[src/rtl/channel_pkg.sv]
// Shared types and constants for the noisy channel model: noise source
// selection, channel state encoding and maximal-length LFSR tap masks.
package channel_pkg;

  typedef enum logic {
    NM_JOHNSON,
    NM_LFSR
  } noise_mode_t;

  typedef enum logic [1:0] {
    IDLE,
    XMIT,
    REST
  } state_t;

  // Fibonacci tap masks for shift-left LFSRs, indexed by register width.
  localparam logic [7:0] LFSR_TAPS [3:8] = '{
    8'h06,  // x^3 + x^2 + 1
    8'h0C,  // x^4 + x^3 + 1
    8'h14,  // x^5 + x^3 + 1
    8'h30,  // x^6 + x^5 + 1
    8'h60,  // x^7 + x^6 + 1
    8'hB8   // x^8 + x^6 + x^5 + x^4 + 1
  };

endpackage

[src/rtl/noise_gen.sv]
// Free-running noise source: sign-extended Johnson counter or Fibonacci LFSR,
// advancing on every clock.
module noise_gen import channel_pkg::*; #(
  parameter int          NOISE_W    = 5,
  parameter noise_mode_t NOISE_MODE = NM_JOHNSON,
  parameter int          LFSR_SEED  = 1
) (
  input  logic                      clk,
  input  logic                      reset,
  output logic signed [NOISE_W-1:0] noise
);

  generate
    if (NOISE_MODE == NM_LFSR) begin : g_lfsr
      localparam logic [NOISE_W-1:0] TAPS = LFSR_TAPS[NOISE_W][NOISE_W-1:0];
      logic [NOISE_W-1:0] r_lfsr;
      logic               w_fb;

      assign w_fb = ^(r_lfsr & TAPS);

      always_ff @(posedge clk or negedge reset) begin
        if (!reset) r_lfsr <= NOISE_W'(LFSR_SEED);
        else        r_lfsr <= {r_lfsr[NOISE_W-2:0], w_fb};
      end

      assign noise = r_lfsr;
    end else begin : g_johnson
      localparam int JW = NOISE_W - 2;
      logic [JW-1:0] r_john;
      logic [JW-1:0] w_john_next;

      // A one-bit Johnson ring degenerates to a toggle.
      if (JW == 1) begin : g_j1
        assign w_john_next = ~r_john;
      end else begin : g_jn
        assign w_john_next = {r_john[JW-2:0], ~r_john[JW-1]};
      end

      always_ff @(posedge clk or negedge reset) begin
        if (!reset) r_john <= '0;
        else        r_john <= w_john_next;
      end

      assign noise = {{2{r_john[JW-1]}}, r_john};
    end
  endgenerate

endmodule

[src/rtl/noisy_channel.sv]
// Channel model adding noise to transmitted symbols with periodic rest bursts.
// Macro NOISY_CHANNEL_SAT_EN selects clamping instead of wrap on overflow.
module noisy_channel import channel_pkg::*; #(
  parameter int          DATA_W      = 9,
  parameter int          NOISE_W     = 5,
  parameter int          SAMPLE_DIV  = 4,
  parameter noise_mode_t NOISE_MODE  = NM_JOHNSON,
  parameter int          LFSR_SEED   = 1,
  parameter int          REST_PERIOD = 8,
  parameter int          REST_LEN    = 2
) (
  input  logic                     clk,
  input  logic                     reset,
  input  logic                     IsTransmit,
  input  logic signed [DATA_W-1:0] channel_in,
  output logic signed [DATA_W-1:0] channel_out,
  output logic                     out_valid,
  output logic                     resting,
  output logic                     sat_flag
);

  localparam int DIV_W  = (SAMPLE_DIV > 1) ? $clog2(SAMPLE_DIV) : 1;
  localparam int SC_MAX = (REST_PERIOD > REST_LEN) ? REST_PERIOD : REST_LEN;
  localparam int SC_W   = (SC_MAX > 1) ? $clog2(SC_MAX) : 1;

  logic [DIV_W-1:0]         r_div;
  logic [SC_W-1:0]          r_scnt;
  state_t                   r_state;
  logic signed [DATA_W-1:0] r_out;
  logic                     r_valid;
  logic                     r_resting;
  logic                     r_sat;

  logic                     w_tick;
  logic signed [NOISE_W-1:0] w_noise;
  logic signed [DATA_W:0]   w_data_ext;
  logic signed [DATA_W:0]   w_noise_ext;
  logic signed [DATA_W:0]   w_sum;
  logic signed [DATA_W-1:0] w_narrow;
  logic                     w_clamp;
  logic                     w_last_xmit;
  logic                     w_last_rest;

  noise_gen #(
    .NOISE_W    (NOISE_W),
    .NOISE_MODE (NOISE_MODE),
    .LFSR_SEED  (LFSR_SEED)
  ) u_noise (
    .clk   (clk),
    .reset (reset),
    .noise (w_noise)
  );

  assign w_tick      = (r_div == DIV_W'(SAMPLE_DIV - 1));
  assign w_last_xmit = (int'(r_scnt) == REST_PERIOD - 1);
  assign w_last_rest = (int'(r_scnt) == REST_LEN - 1);

  // Noise-only samples reuse the adder with a zero data operand.
  assign w_data_ext  = (IsTransmit && r_state != REST) ?
                       {channel_in[DATA_W-1], channel_in} : '0;
  assign w_noise_ext = {{(DATA_W+1-NOISE_W){w_noise[NOISE_W-1]}}, w_noise};
  assign w_sum       = w_data_ext + w_noise_ext;

`ifdef NOISY_CHANNEL_SAT_EN
  always_comb begin
    w_clamp = (w_sum[DATA_W] != w_sum[DATA_W-1]);
    if (!w_clamp)          w_narrow = w_sum[DATA_W-1:0];
    else if (w_sum[DATA_W]) w_narrow = {1'b1, {(DATA_W-1){1'b0}}};
    else                   w_narrow = {1'b0, {(DATA_W-1){1'b1}}};
  end
`else
  assign w_narrow = DATA_W'(w_sum);
  assign w_clamp  = 1'b0;
`endif

  always_ff @(posedge clk or negedge reset) begin
    if (!reset) r_div <= '0;
    else if (w_tick) r_div <= '0;
    else r_div <= r_div + 1'b1;
  end

  always_ff @(posedge clk or negedge reset) begin
    if (!reset) begin
      r_state   <= IDLE;
      r_scnt    <= '0;
      r_out     <= '0;
      r_valid   <= 1'b0;
      r_resting <= 1'b0;
      r_sat     <= 1'b0;
    end else begin
      r_valid <= w_tick;
      r_sat   <= w_tick & w_clamp;
      if (w_tick) begin
        r_out <= w_narrow;
        if (!IsTransmit) begin
          r_state   <= IDLE;
          r_scnt    <= '0;
          r_resting <= 1'b0;
        end else begin
          case (r_state)
            // IDLE holds scnt at 0, so its first tick is transmit sample 0.
            IDLE, XMIT: begin
              if (w_last_xmit && REST_LEN > 0) begin
                r_state   <= REST;
                r_scnt    <= '0;
                r_resting <= 1'b1;
              end else begin
                r_state   <= XMIT;
                r_scnt    <= w_last_xmit ? '0 : r_scnt + 1'b1;
                r_resting <= 1'b0;
              end
            end
            REST: begin
              if (w_last_rest) begin
                r_state   <= XMIT;
                r_scnt    <= '0;
                r_resting <= 1'b0;
              end else begin
                r_scnt <= r_scnt + 1'b1;
              end
            end
            default: begin
              r_state   <= IDLE;
              r_scnt    <= '0;
              r_resting <= 1'b0;
            end
          endcase
        end
      end
    end
  end

  assign channel_out = r_out;
  assign out_valid   = r_valid;
  assign resting     = r_resting;
  assign sat_flag    = r_sat;

endmodule

[config.mk]
export PLATFORM = sky130hd
export DESIGN_NAME = noisy_channel
export DESIGN_NICKNAME = d
export VERILOG_FILES = /design/src/rtl/channel_pkg.sv /design/src/rtl/noise_gen.sv /design/src/rtl/noisy_channel.sv
export SDC_FILE = /design/constraint.sdc
export NUM_CORES = 1
export LEC_CHECK = 0
export CAP_MARGIN = 20
export CORE_AREA = 2 2 68 54
export CTS_BUF_LIST = sky130_fd_sc_hd__clkbuf_8
export DETAILED_ROUTE_END_ITERATION = 16
export DIE_AREA = 0 0 70 56
export SLEW_MARGIN = 20
export SYNTH_ARGS = -nofsm -noshare
export SYNTH_HDL_FRONTEND = slang
export SYNTH_SLANG_ARGS = --single-unit
[constraint.sdc]
create_clock -name clk -period 2.9 [get_ports clk]
set_clock_uncertainty 0.15 [all_clocks]
set_input_delay 0.435 -clock clk [delete_from_list [all_inputs] [get_ports clk]]
set_output_delay 0.435 -clock clk [all_outputs]
set_load 0.01 [all_outputs]
==> results of run 1 <==
## cells by family (layout without fill, tap and decap cells)
logic type,count (synthesis),count (layout),synth area share [%]
compound gates,37,37,20.5
simple gates,31,31,15.1
flops,21,21,40.6
fa+ha+maj,13,13,13.1
buf+inv,13,40,4.06
mux,5,5,4.35
xor+xnor,3,3,2.03
other cells,1,1,0.290
## per-stage QoR
step | std cells | utilization, % | setup slack (ps) | hold WS [ps]
floorplan | 124 | - | 412 | -10.6
global placement | 187 | 49.6 | 72.5 | 233
detailed placement | 187 | 49.6 | 54.9 | 230
CTS | 191 | 51.1 | 293 | 245
global route | 191 | 51.1 | 108 | 275
finish | 191 | 51.1 | 312 | 241
## flip-flops by register name, summed over array words and instances, names as in the netlist
name                      cells
u_noise.g_johnson.r_john      3
r_scnt                        3
resting                       1
channel_out                   9
r_div                         2
out_valid                     1
r_state                       2
## metal layers
metal	GRT usage, %	part of all wire (%)	vias to the layer above
met5	0	0	-
met2	22.7	43	20
met1	21.5	53	485
met4	3.30	0.71	0
li1	-	-	514
met3	3.99	3.8	2
## power groups by stage
stage	sequential (mW)	clock [mW]	combinational (mW)
2_1_floorplan	0.332	0	0.0485
3_3_place_gp	0.326	0	0.114
3_5_place_dp	0.327	0	0.115
4_1_cts	0.321	0.199	0.115
5_1_grt	0.323	0.211	0.126
6_report	0.320	0.190	0.114
## how the worst max path moves through the flow
| stage | start | end | cells after the start |
|---|---|---|---|
| 2_1_floorplan | IsTransmit | channel_out[6]$_DFFE_PN0P_ | 8 |
| 3_3_place_gp | IsTransmit | channel_out[6]$_DFFE_PN0P_ | 8 |
| 3_5_place_dp | IsTransmit | channel_out[6]$_DFFE_PN0P_ | 8 |
| 4_1_cts | r_state[0]$_DFFE_PN0P_ | channel_out[6]$_DFFE_PN0P_ | 8 |
| 5_1_grt | r_state[0]$_DFFE_PN0P_ | channel_out[6]$_DFFE_PN0P_ | 8 |
| 6_report | r_state[0]$_DFFE_PN0P_ | channel_out[6]$_DFFE_PN0P_ | 8 |
## layout by cell type, fill, tap and decap left out, types with 2 or more instances in the layout
master,instances
ha_1,12
mux2_2,5
a21o_1,3
o211ai_1,3
nand2b_1,3
a21oi_1,6
nand2_1,4
dfrtp_1,21
o21a_1,2
o311ai_1,2
nor2b_1,2
a31oi_1,3
nand3b_1,3
inv_1,9
buf_4,6
a211oi_1,2
and3_2,8
clkdlybuf4s50_1,22
nor2_1,7
clkbuf_8,3
o2111ai_1,2
o21ai_0,3
xnor2_1,2
o22ai_1,3
## cell type report
type,instances,area (um2)
multi-input cells,90,717
clock inverters,1,3.75
well taps,40,50.0
clock buffers,3,41.3
inverters,8,30.0
fillers,318,1570
repair buffers,28,265
flip-flops and latches,21,526
## cell usage after synthesis, types with 2 or more instances
master,count
a211oi_1,2
a21o_1,3
a21oi_1,6
a31oi_1,3
and3_2,8
buf_1,2
clkbuf_1,2
dfrtp_1,21
ha_1,12
inv_1,8
mux2_2,5
nand2_1,4
nand2b_1,3
nand3b_1,3
nor2_1,7
nor2b_1,2
o2111ai_1,2
o211ai_1,3
o21a_1,2
o21ai_0,3
o22ai_1,3
o311ai_1,2
xnor2_1,2
## worst max-delay path, stage by stage (launching register included)
cell	delay (ps)
dfrtp_1	410
nand2b_4	190
and3_2	220
ha_1	210
fa_1	400
a211oi_1	320
o21ai_0	160
xor2_1	150
mux2_2	260
==> impl_results.md, run 1 <==
* Net switching share of the total power at 24.6%
* Wire length reported by the detailed router at 2690 um
* Register-to-register setup slack at 310 ps
* Sequential element share of the synthesized area at 40.6%
* Root buf cell: clkbuf_8
* Number of warnings printed during yosys synthesis at 0
* Power per cell area at 382 mW/mm2
* Post-detailed-route count of antenna-violating nets at 0
* Synthesis-to-finish area growth at 26.1%
* Total power consumption of the routed design at 0.624 mW
* Net count of the finished layout at 177
* Routed vias/inst at 5.35
* Run status: completed
* Antenna cell count at 0
* Dpl cell area at 0.00159 mm2
* Flip-flop cell with the highest count after synthesis: dfrtp_1
* Clk sinks at 21
* Synthesized instance count at 124
* Ports at 24
* Largest cells by area after synthesis: dfrtp_1 (41%), ha_1 (12%), and3_2 (4.6%), mux2_2 (4.3%), a21oi_1 (2.3%)
* Critical Path Start Type: register
* Setup-violating endpoint count in the final report at 0
* Cells on worst reg2reg path at 8
* Internal cell power at 0.471 mW
* Min Tclk post-route at 2590 ps
* Hold-critical path depth at 0
* Mapped Nets at 149
* Number of levels the H-tree was split into at 1
* FF-to-FF Start: r_state[0]$_DFFE_PN0P_
* Initial antenna violation count at 0
* Starting Density at 40.5%
* CP Data Required Time at 2900 ps
* Worst-path maximum fanout at 10
* Via count of the first global-routing pass at 986
* Final TNS setup at 0 ps
* Overall die width at 70 um
* Worst-path clk slew at 80 ps
* Routed len/inst at 14.1 um
* Static leakage at 0.748 nW
* Dpl hpwl at 2060 um
* Maximum number of pins on one net before global-route repair at 22
* Final design instance area without fill at 0.00163 mm2
* Fmax at 386 MHz
* Number of vias in the routed layout at 1021
* Number of buffers on the longest clock path at 2
* Pre-Repair DR Iteration Count at 4
* Worst hold-check path type: reg2reg
* Post-cts sizing count at 0
* Max Slew Vio Count at 0
* CORE AREA at 0.00320 mm2
* Post CTS Setup Buffer Count at 0
* Number of buffers created by CTS at 3
* Port-buffer cells at 22
* Share of flip-flops with an asynchronous set or reset after synthesis at 100%
* Yosys cell types at 39
* Launch instance of the worst min-delay path: u_noise.g_johnson.r_john[0]$_DFF_PN0_
* Full die area at 0.00392 mm2
* WS Path Type: reg2reg
* Share of the clock period used by the worst path after layout at 89.2%
* #FFs+latches synth at 21
* Height of the die at 56 um
* Row cnt at 18
* Hold Path Sink: u_noise.g_johnson.r_john[1]$_DFF_PN0_
* Setup repair after global routing missed its margin: no
* Post-synthesis area per instance at 10.4 um2
* Post-synth top area share at 40.6%
* Maximum Capacitance Violations at 0
* Global-route wire length before repair at 4730 um
* Overflow after GRT at 0
* All-layer global routing usage at 15.0%
* Share of cells above drive strength 1 at 16.6%
* Comb pwr share at 18.2%
* Routability-driven placement congestion ratio at 0.824
* Later-pin clock latency in the skew report at 260 ps
* Remaining routing DRC violations at 0
* Data arrival at the endpoint of the critical path at 2590 ps
* Sequential power share at 51.3%
* Peak supply drop at 291 uV
* Nature of the critical path endpoint: register
* Reg2Reg Capture Point: channel_out[6]$_DFFE_PN0P_
* Post-synthesis instance area at 0.00129 mm2
* Clk pwr share at 30.5%
* Number of endpoints with negative hold slack in the final report at 0
* Hold bufs inserted after CTS at 0
* Sw power at 0.153 mW
* Dominant cell type by area after synthesis: dfrtp_1
* TritonCTS clock tree: yes
* Drt initial violations at 48
* Count of flip-flops with a built-in enable after synthesis at 0
(Power assumes the default switching activity.)
==> run 2: changes to the inputs <==
--- a/config.mk
+++ b/config.mk
@@ -10,6 +10,7 @@
 export CTS_BUF_LIST = sky130_fd_sc_hd__clkbuf_8
 export DETAILED_ROUTE_END_ITERATION = 16
 export DIE_AREA = 0 0 70 56
+export HOLD_SLACK_MARGIN = 0.15
 export SLEW_MARGIN = 20
 export SYNTH_ARGS = -nofsm -noshare
 export SYNTH_HDL_FRONTEND = slang
==> constraint.sdc (replaced) <==
create_clock -name clk -period 3.3 [get_ports clk]
set_clock_uncertainty 0.15 [all_clocks]
set_input_delay 0.495 -clock clk [delete_from_list [all_inputs] [get_ports clk]]
set_output_delay 0.495 -clock clk [all_outputs]
set_load 0.01 [all_outputs]
==> run 2 against run 1 <==
Non-clock buffer count fell by 3. Register-to-register slack improved by 360 ps. Worst setup slack gained 190 ps. Hold slack gained 21 ps. Wire length is 4.8% higher. Via count shrank 1.3%. Critical path depth is the same. Die area unchanged. Combinational power shrank 12%. First-iteration DRC count down 38%. Cell area is 1.5% lower. Count of clock-buffer cells in the layout unchanged. Critical path type is now in2reg. Largest cell class unchanged. Largest power group unchanged.
==> impl_results.md, run 2 (same netlist as run 1, synthesis figures left out) <==
* Nature of the critical path endpoint: register
* Post CTS Setup Buffer Count at 0 (unchanged)
* Static leakage at 0.733 nW (-2.0%)
* All-layer global routing usage at 15.2% (+0.13 points)
* Worst-path clk slew at 80 ps (about the same)
* Power per cell area at 344 mW/mm2 (-10%)
* Crit path largest cell delay at 510 ps (+100 ps)
* Share of cells above drive strength 1 at 14.9% (-1.7 points)
* Root buf cell: clkbuf_8
* Fmax at 358 MHz
* Minimum hold slack at 262 ps (+20.9 ps)
* Cells along the critical path: clkdlybuf4s50_1 -> and3_2 -> ha_1 -> fa_1 -> a211oi_1 -> o21ai_0 -> xor2_1 -> mux2_2
* Headroom to the max-slew limit at 66.2%
* Setup-violating endpoint count in the final report at 0 (unchanged)
* Remaining routing DRC violations at 0 (unchanged)
* Dpl cell area at 0.00156 mm2 (-1.9%)
* Pre-Repair DR Iteration Count at 4 (unchanged)
* WS Path Type: in2reg
* Full die area at 0.00392 mm2 (unchanged)
* Maximum Capacitance Violations at 0 (unchanged)
* Length of routed met3 wiring at 97 um (-5.8%)
* Initial antenna violation count at 0 (unchanged)
* Number of vias in the routed layout at 1008 (-1.3%)
* Ports at 24 (unchanged)
* Synthesis-to-finish area growth at 24.2%
* Min Tclk post-route at 2790 ps
* Via count of the first global-routing pass at 980 (-0.61%)
* Worst-path maximum fanout at 7 (-3)
* Share of the clock period used by the worst path after layout at 84.7%
* Number of flip-flops in the largest register at 9 (unchanged)
* Clk sinks at 21 (unchanged)
* Data arrival at the endpoint of the critical path at 2790 ps (+200 ps)
* Drt initial violations at 30 (-38%)
* Dpl hpwl at 2080 um (+0.99%)
* Wire length reported by the detailed router at 2820 um (+4.8%)
* Cell type of the slowest stage on the worst timing path: clkdlybuf4s50_1
* Metal2 WL at 1190 um (+3.4%)
* Max Used Layer: met4
* CP Data Required Time at 3300 ps (+400 ps)
* Net count of the finished layout at 174 (-1.7%)
* Top delay family on crit path: adder cells
* Buf/Inv on CP at 1 (+1)
* Number of buffers on the longest clock path at 2 (unchanged)
* Antenna cell count at 0 (unchanged)
* Global-route wire length before repair at 4760 um (+0.59%)
* Filler instances at 311 (-2.2%)
* Max Slew Vio Count at 0 (unchanged)
* Starting Density at 40.5% (unchanged)
* Combined flip-flop and latch cell area at 526 um2 (unchanged)
* Port-buffer cells at 22 (unchanged)
* Number of levels the H-tree was split into at 1 (unchanged)
* Post-Place Worst Slack at 234 ps (+179 ps)
* Later-pin clock latency in the skew report at 260 ps (about the same)
* Overall die width at 70 um (unchanged)
* Critical Path Start Type: input port
* Post-detailed-route count of antenna-violating nets at 0 (unchanged)
* Number of endpoints with negative hold slack in the final report at 0 (unchanged)
* Routability-driven placement congestion ratio at 0.793 (-3.8%)
* Setup repair after global routing missed its margin: no
* Multi-input logic area at 717 um2 (unchanged)
* Final TNS setup at 0 ps (unchanged)
* Routed vias/inst at 5.36 (+0.30%)
* Height of the die at 56 um (unchanged)
* Routed length on met1 at 1510 um (+7.1%)
* Post-cts sizing count at 0 (unchanged)
* CORE AREA at 0.00320 mm2 (unchanged)
* Commonest cells after routing, fill and taps aside: dfrtp_1 (21), clkdlybuf4s50_1 (21), ha_1 (12), inv_1 (9), and3_2 (8)
* Routed len/inst at 15.0 um (+6.5%)
* Peak supply drop at 242 uV (-17%)
* Overflow after GRT at 0 (unchanged)
* Final worst setup slack at 506 ps (+194 ps)
* Hold bufs inserted after CTS at 0 (unchanged)
* Row cnt at 18 (unchanged)
* Run status: completed
* Maximum number of pins on one net before global-route repair at 29 (+32%)
* Worst hold-check path type: reg2reg
* TritonCTS clock tree: yes
* Worst Max-Slew Pin Slew at 507 ps
* Number of buffers created by CTS at 3 (unchanged)
* Final design instance area without fill at 0.00161 mm2 (-1.5%)
==> run 2: changes by cell type in the layout (fill, tap and decap cells not counted), sizes merged <==
cell	change
dlygate4sd3	+1
clkdlybuf4s50	-1
buf	-3
==> run 2: cell type report <==
cell class                 count  share of cell area, %
timing repair buffer          25                   14.9
multi-input combinational     90                   44.6
clock inverter                 1                  0.233
inverter                       8                   1.87
sequential                    21                   32.7
tap                           40                   3.11
clock buffer                   3                   2.57
==> run 2: worst paths after layout <==
kind / end / cells after the start / slack, ps / start
min in group asynchronous: channel_out[3]$_DFFE_PN0P_ / 2 / 580 / reset
min: u_noise.g_johnson.r_john[1]$_DFF_PN0_ / 0 / 260 / u_noise.g_johnson.r_john[0]$_DFF_PN0_
max in group asynchronous: u_noise.g_johnson.r_john[0]$_DFF_PN0_ / 2 / 2080 / reset
min reg2reg: u_noise.g_johnson.r_john[1]$_DFF_PN0_ / 0 / 260 / u_noise.g_johnson.r_john[0]$_DFF_PN0_
max reg2reg: channel_out[6]$_DFFE_PN0P_ / 8 / 670 / r_state[0]$_DFFE_PN0P_
max: channel_out[6]$_DFFE_PN0P_ / 8 / 510 / IsTransmit
==> run 2: worst reg2reg max path: stages (launching register included) <==
cell	delay [ps]
dfrtp_1	410
nand2b_4	190
and3_2	230
ha_1	220
fa_1	440
a211oi_1	300
o21ai_0	150
xor2_1	160
mux2_2	270
==> run 2: report_power, final <==
group          internal [mW]  switching (mW)  total, mW
clock network         0.0830          0.0885      0.172
logic                 0.0574          0.0427      0.100
registers              0.272         0.00876      0.281
total                  0.413           0.140      0.553
==> run 2: stage by stage <==
step                      total power, mW  cells  utilization (%)
after floorplan                     0.334    124                -
after global placement              0.385    183             48.7
after detailed placement            0.387    183             48.7
after CTS                           0.560    187             50.1
after global routing                0.585    188             50.3
final                               0.553    188             50.3
==> run 2: layer usage <==
metal	GRT usage, %	vias up
met4	2.47	0
li1	-	509
met3	3.80	2
met5	0	-
met1	22.7	476
met2	22.3	21
==> run 3: changes to the inputs <==
--- a/config.mk
+++ b/config.mk
@@ -11,6 +11,7 @@
 export DETAILED_ROUTE_END_ITERATION = 16
 export DIE_AREA = 0 0 70 56
 export HOLD_SLACK_MARGIN = 0.15
+export PLACE_DENSITY = 0.66
 export SLEW_MARGIN = 20
 export SYNTH_ARGS = -nofsm -noshare
 export SYNTH_HDL_FRONTEND = slang
==> constraint.sdc (replaced) <==
create_clock -name clk -period 2.4 [get_ports clk]
set_clock_uncertainty 0.15 [all_clocks]
set_input_delay 0.36 -clock clk [delete_from_list [all_inputs] [get_ports clk]]
set_output_delay 0.36 -clock clk [all_outputs]
set_load 0.01 [all_outputs]
==> run 3 against run 2 <==
Global-route usage grew 0.54 points. Count of clock-buffer cells in the layout unchanged. Clock power grew 31%. First-iteration DRC count up 110%. Final cell count up 8.5%. Cell area is 9.1% higher. Non-clock buffer count increased by 16. Sequential share of layout area shrank 2.7 points. Critical path type unchanged. Largest power group unchanged.
==> impl_results.md, run 3 (same netlist as run 1, synthesis figures left out) <==
* Run status: completed
* Overall die width at 70 um (unchanged)
* Setup repair after global routing missed its margin: yes
* Multi-input logic area at 741 um2 (+3.3%)
* Min Tclk post-route at 2350 ps
* Via count of the first global-routing pass at 1072 (+9.4%)
* Number of buffers on the longest clock path at 2 (unchanged)
* Data arrival at the endpoint of the critical path at 2350 ps (-440 ps)
* Number of buffers created by CTS at 3 (unchanged)
* Filler instances at 282 (-9.3%)
* Worst setup path end: channel_out[6]$_DFFE_PN0P_
* CP Data Required Time at 2400 ps (-900 ps)
* Setup-violating endpoint count in the final report at 0 (unchanged)
* Beginning of the critical path: IsTransmit
* Share of cells above drive strength 1 at 25.6% (+11 points)
* Full die area at 0.00392 mm2 (unchanged)
* Minimum hold slack at 238 ps (-23.7 ps)
* Worst-path maximum fanout at 3 (-4)
* Static leakage at 0.811 nW (+11%)
* Post CTS Setup Buffer Count at 0 (unchanged)
* Final TNS setup at 0 ps (unchanged)
* Routed vias/inst at 5.21 (-2.9%)
* Number of flip-flops in the largest register at 9 (unchanged)
* Share of the clock period used by the worst path after layout at 97.9%
* Combined flip-flop and latch cell area at 526 um2 (unchanged)
* Dpl cell area at 0.00169 mm2 (+8.7%)
* Height of the die at 56 um (unchanged)
* Number of cells after detailed placement at 200 (+9.3%)
* Max Slew Vio Count at 0 (unchanged)
* WS Path Type: in2reg
* Internal cell power at 0.578 mW (+40%)
* Sw power at 0.185 mW (+32%)
* Starting Density at 40.5% (unchanged)
* Post-detailed-route count of antenna-violating nets at 0 (unchanged)
* FF-to-FF Start: r_state[0]$_DFFE_PN0P_
* Global-route wire length before repair at 4910 um (+3.0%)
* Worst hold-check path type: reg2reg
* Comb pwr share at 19.7% (+1.6 points)
* Wire length reported by the detailed router at 2760 um (-2.2%)
* Net count of the finished layout at 190 (+9.2%)
* Antenna cell count at 0 (unchanged)
* Power per cell area at 435 mW/mm2 (+27%)
* Port-buffer cells at 22 (unchanged)
* Ports at 24 (unchanged)
* Launch instance of the worst min-delay path: u_noise.g_johnson.r_john[0]$_DFF_PN0_
* Routability-driven placement congestion ratio at 0.811 (+2.3%)
* Overflow after GRT at 0 (unchanged)
* Clk pwr share at 29.6% (-1.4 points)
* Number of endpoints with negative hold slack in the final report at 0 (unchanged)
* Nature of the critical path endpoint: register
* Root buf cell: clkbuf_8
* Clk sinks at 21 (unchanged)
* Final core utilization at 54.9% (+4.6 points)
* Maximum Capacitance Violations at 0 (unchanged)
* Row cnt at 18 (unchanged)
* Later-pin clock latency in the skew report at 260 ps (about the same)
* Routed len/inst at 13.5 um (-9.8%)
* Final instance count without filler cells at 204 (+8.5%)
* Reg2Reg Capture Point: channel_out[6]$_DFFE_PN0P_
* Drt initial violations at 63 (+110%)
* Most frequent standard cell in the layout excluding fill and tap cells: clkdlybuf4s50_1
* Synthesis-to-finish area growth at 35.5%
* Sequential power share at 50.7% (-0.2 points)
* Pre-Repair DR Iteration Count at 4 (unchanged)
* CORE AREA at 0.00320 mm2 (unchanged)
* Initial antenna violation count at 0 (unchanged)
* Fmax at 426 MHz
* Number of vias in the routed layout at 1062 (+5.4%)
* TritonCTS clock tree: yes
* Commonest cells after routing, fill and taps aside: clkdlybuf4s50_1 (22), dfrtp_1 (21), buf_4 (19), ha_1 (11), inv_1 (9)
* All-layer global routing usage at 15.7% (+0.54 points)
* Hold bufs inserted after CTS at 0 (unchanged)
* Number of levels the H-tree was split into at 1 (unchanged)
* Cells on worst reg2reg path at 8 (unchanged)
* Net switching share of the total power at 24.3% (-1.1 points)
* Critical Path Start Type: input port
* Remaining routing DRC violations at 0 (unchanged)
* Final design instance area without fill at 0.00175 mm2 (+9.1%)
* Register-to-register setup slack at 80 ps (-590 ps)
* Worst-path clk slew at 70 ps (about the same)
* Peak supply drop at 265 uV (+9.8%)
* Maximum number of pins on one net before global-route repair at 22 (-24%)
* Dpl hpwl at 2150 um (+3.6%)
[run 3: worst max-delay path: stages]
cell	delay, ps
clkdlybuf4s50_1	440
and3_2	220
ha_1	210
fa_2	380
a211oi_2	220
o21ai_1	110
xor2_1	150
mux2_2	260
[run 3: power groups by stage]
stage	sequential, mW	combinational [mW]	clock, mW
floorplan	0.401	0.0592	0
global placement	0.393	0.147	0
detailed placement	0.394	0.150	0
CTS	0.387	0.151	0.238
global route	0.390	0.166	0.254
finish	0.387	0.151	0.226
[run 3: how the worst min path moves through the flow]
stage | endpoint | slack, ps | cells past startpoint
2_1_floorplan | channel_out[0]$_DFFE_PN0P_ | -90 | 0
3_3_place_gp | u_noise.g_johnson.r_john[1]$_DFF_PN0_ | 220 | 0
3_5_place_dp | u_noise.g_johnson.r_john[1]$_DFF_PN0_ | 220 | 0
4_1_cts | u_noise.g_johnson.r_john[1]$_DFF_PN0_ | 240 | 0
5_1_grt | u_noise.g_johnson.r_john[1]$_DFF_PN0_ | 260 | 0
6_report | u_noise.g_johnson.r_john[1]$_DFF_PN0_ | 240 | 0
[run 3: repair_timing]
item                       CTS  global route
resized for setup            1             2
pin swaps                    0             2
setup endpoints to repair    1             4
[run 3: final cells by class]
| cell class | instances | area share, % |
|---|---|---|
| Multi-Input combinational cell | 90 | 42.2 |
| Clock buffer | 3 | 2.35 |
| Timing Repair Buffer | 41 | 20.7 |
| Tap cell | 40 | 2.85 |
| Sequential cell | 21 | 30.0 |
| Clock inverter | 1 | 0.214 |
| Inverter | 8 | 1.71 |
[run 3: through the flow]
step,power [mW],setup slack [ps]
finish,0.764,50.7
global route,0.810,-22.2
CTS,0.776,13.4
detailed placement,0.544,-303
global placement,0.540,-248
floorplan,0.460,39.1
[run 3: metal layers]
| metal | global-route usage [%] | part of all wire, % | vias to the layer above |
|---|---|---|---|
| li1 | - | - | 538 |
| met1 | 21.2 | 50 | 495 |
| met2 | 23.4 | 43 | 24 |
| met3 | 5.07 | 6.0 | 5 |
| met4 | 5.77 | 1.5 | 0 |
| met5 | 0 | 0 | - |
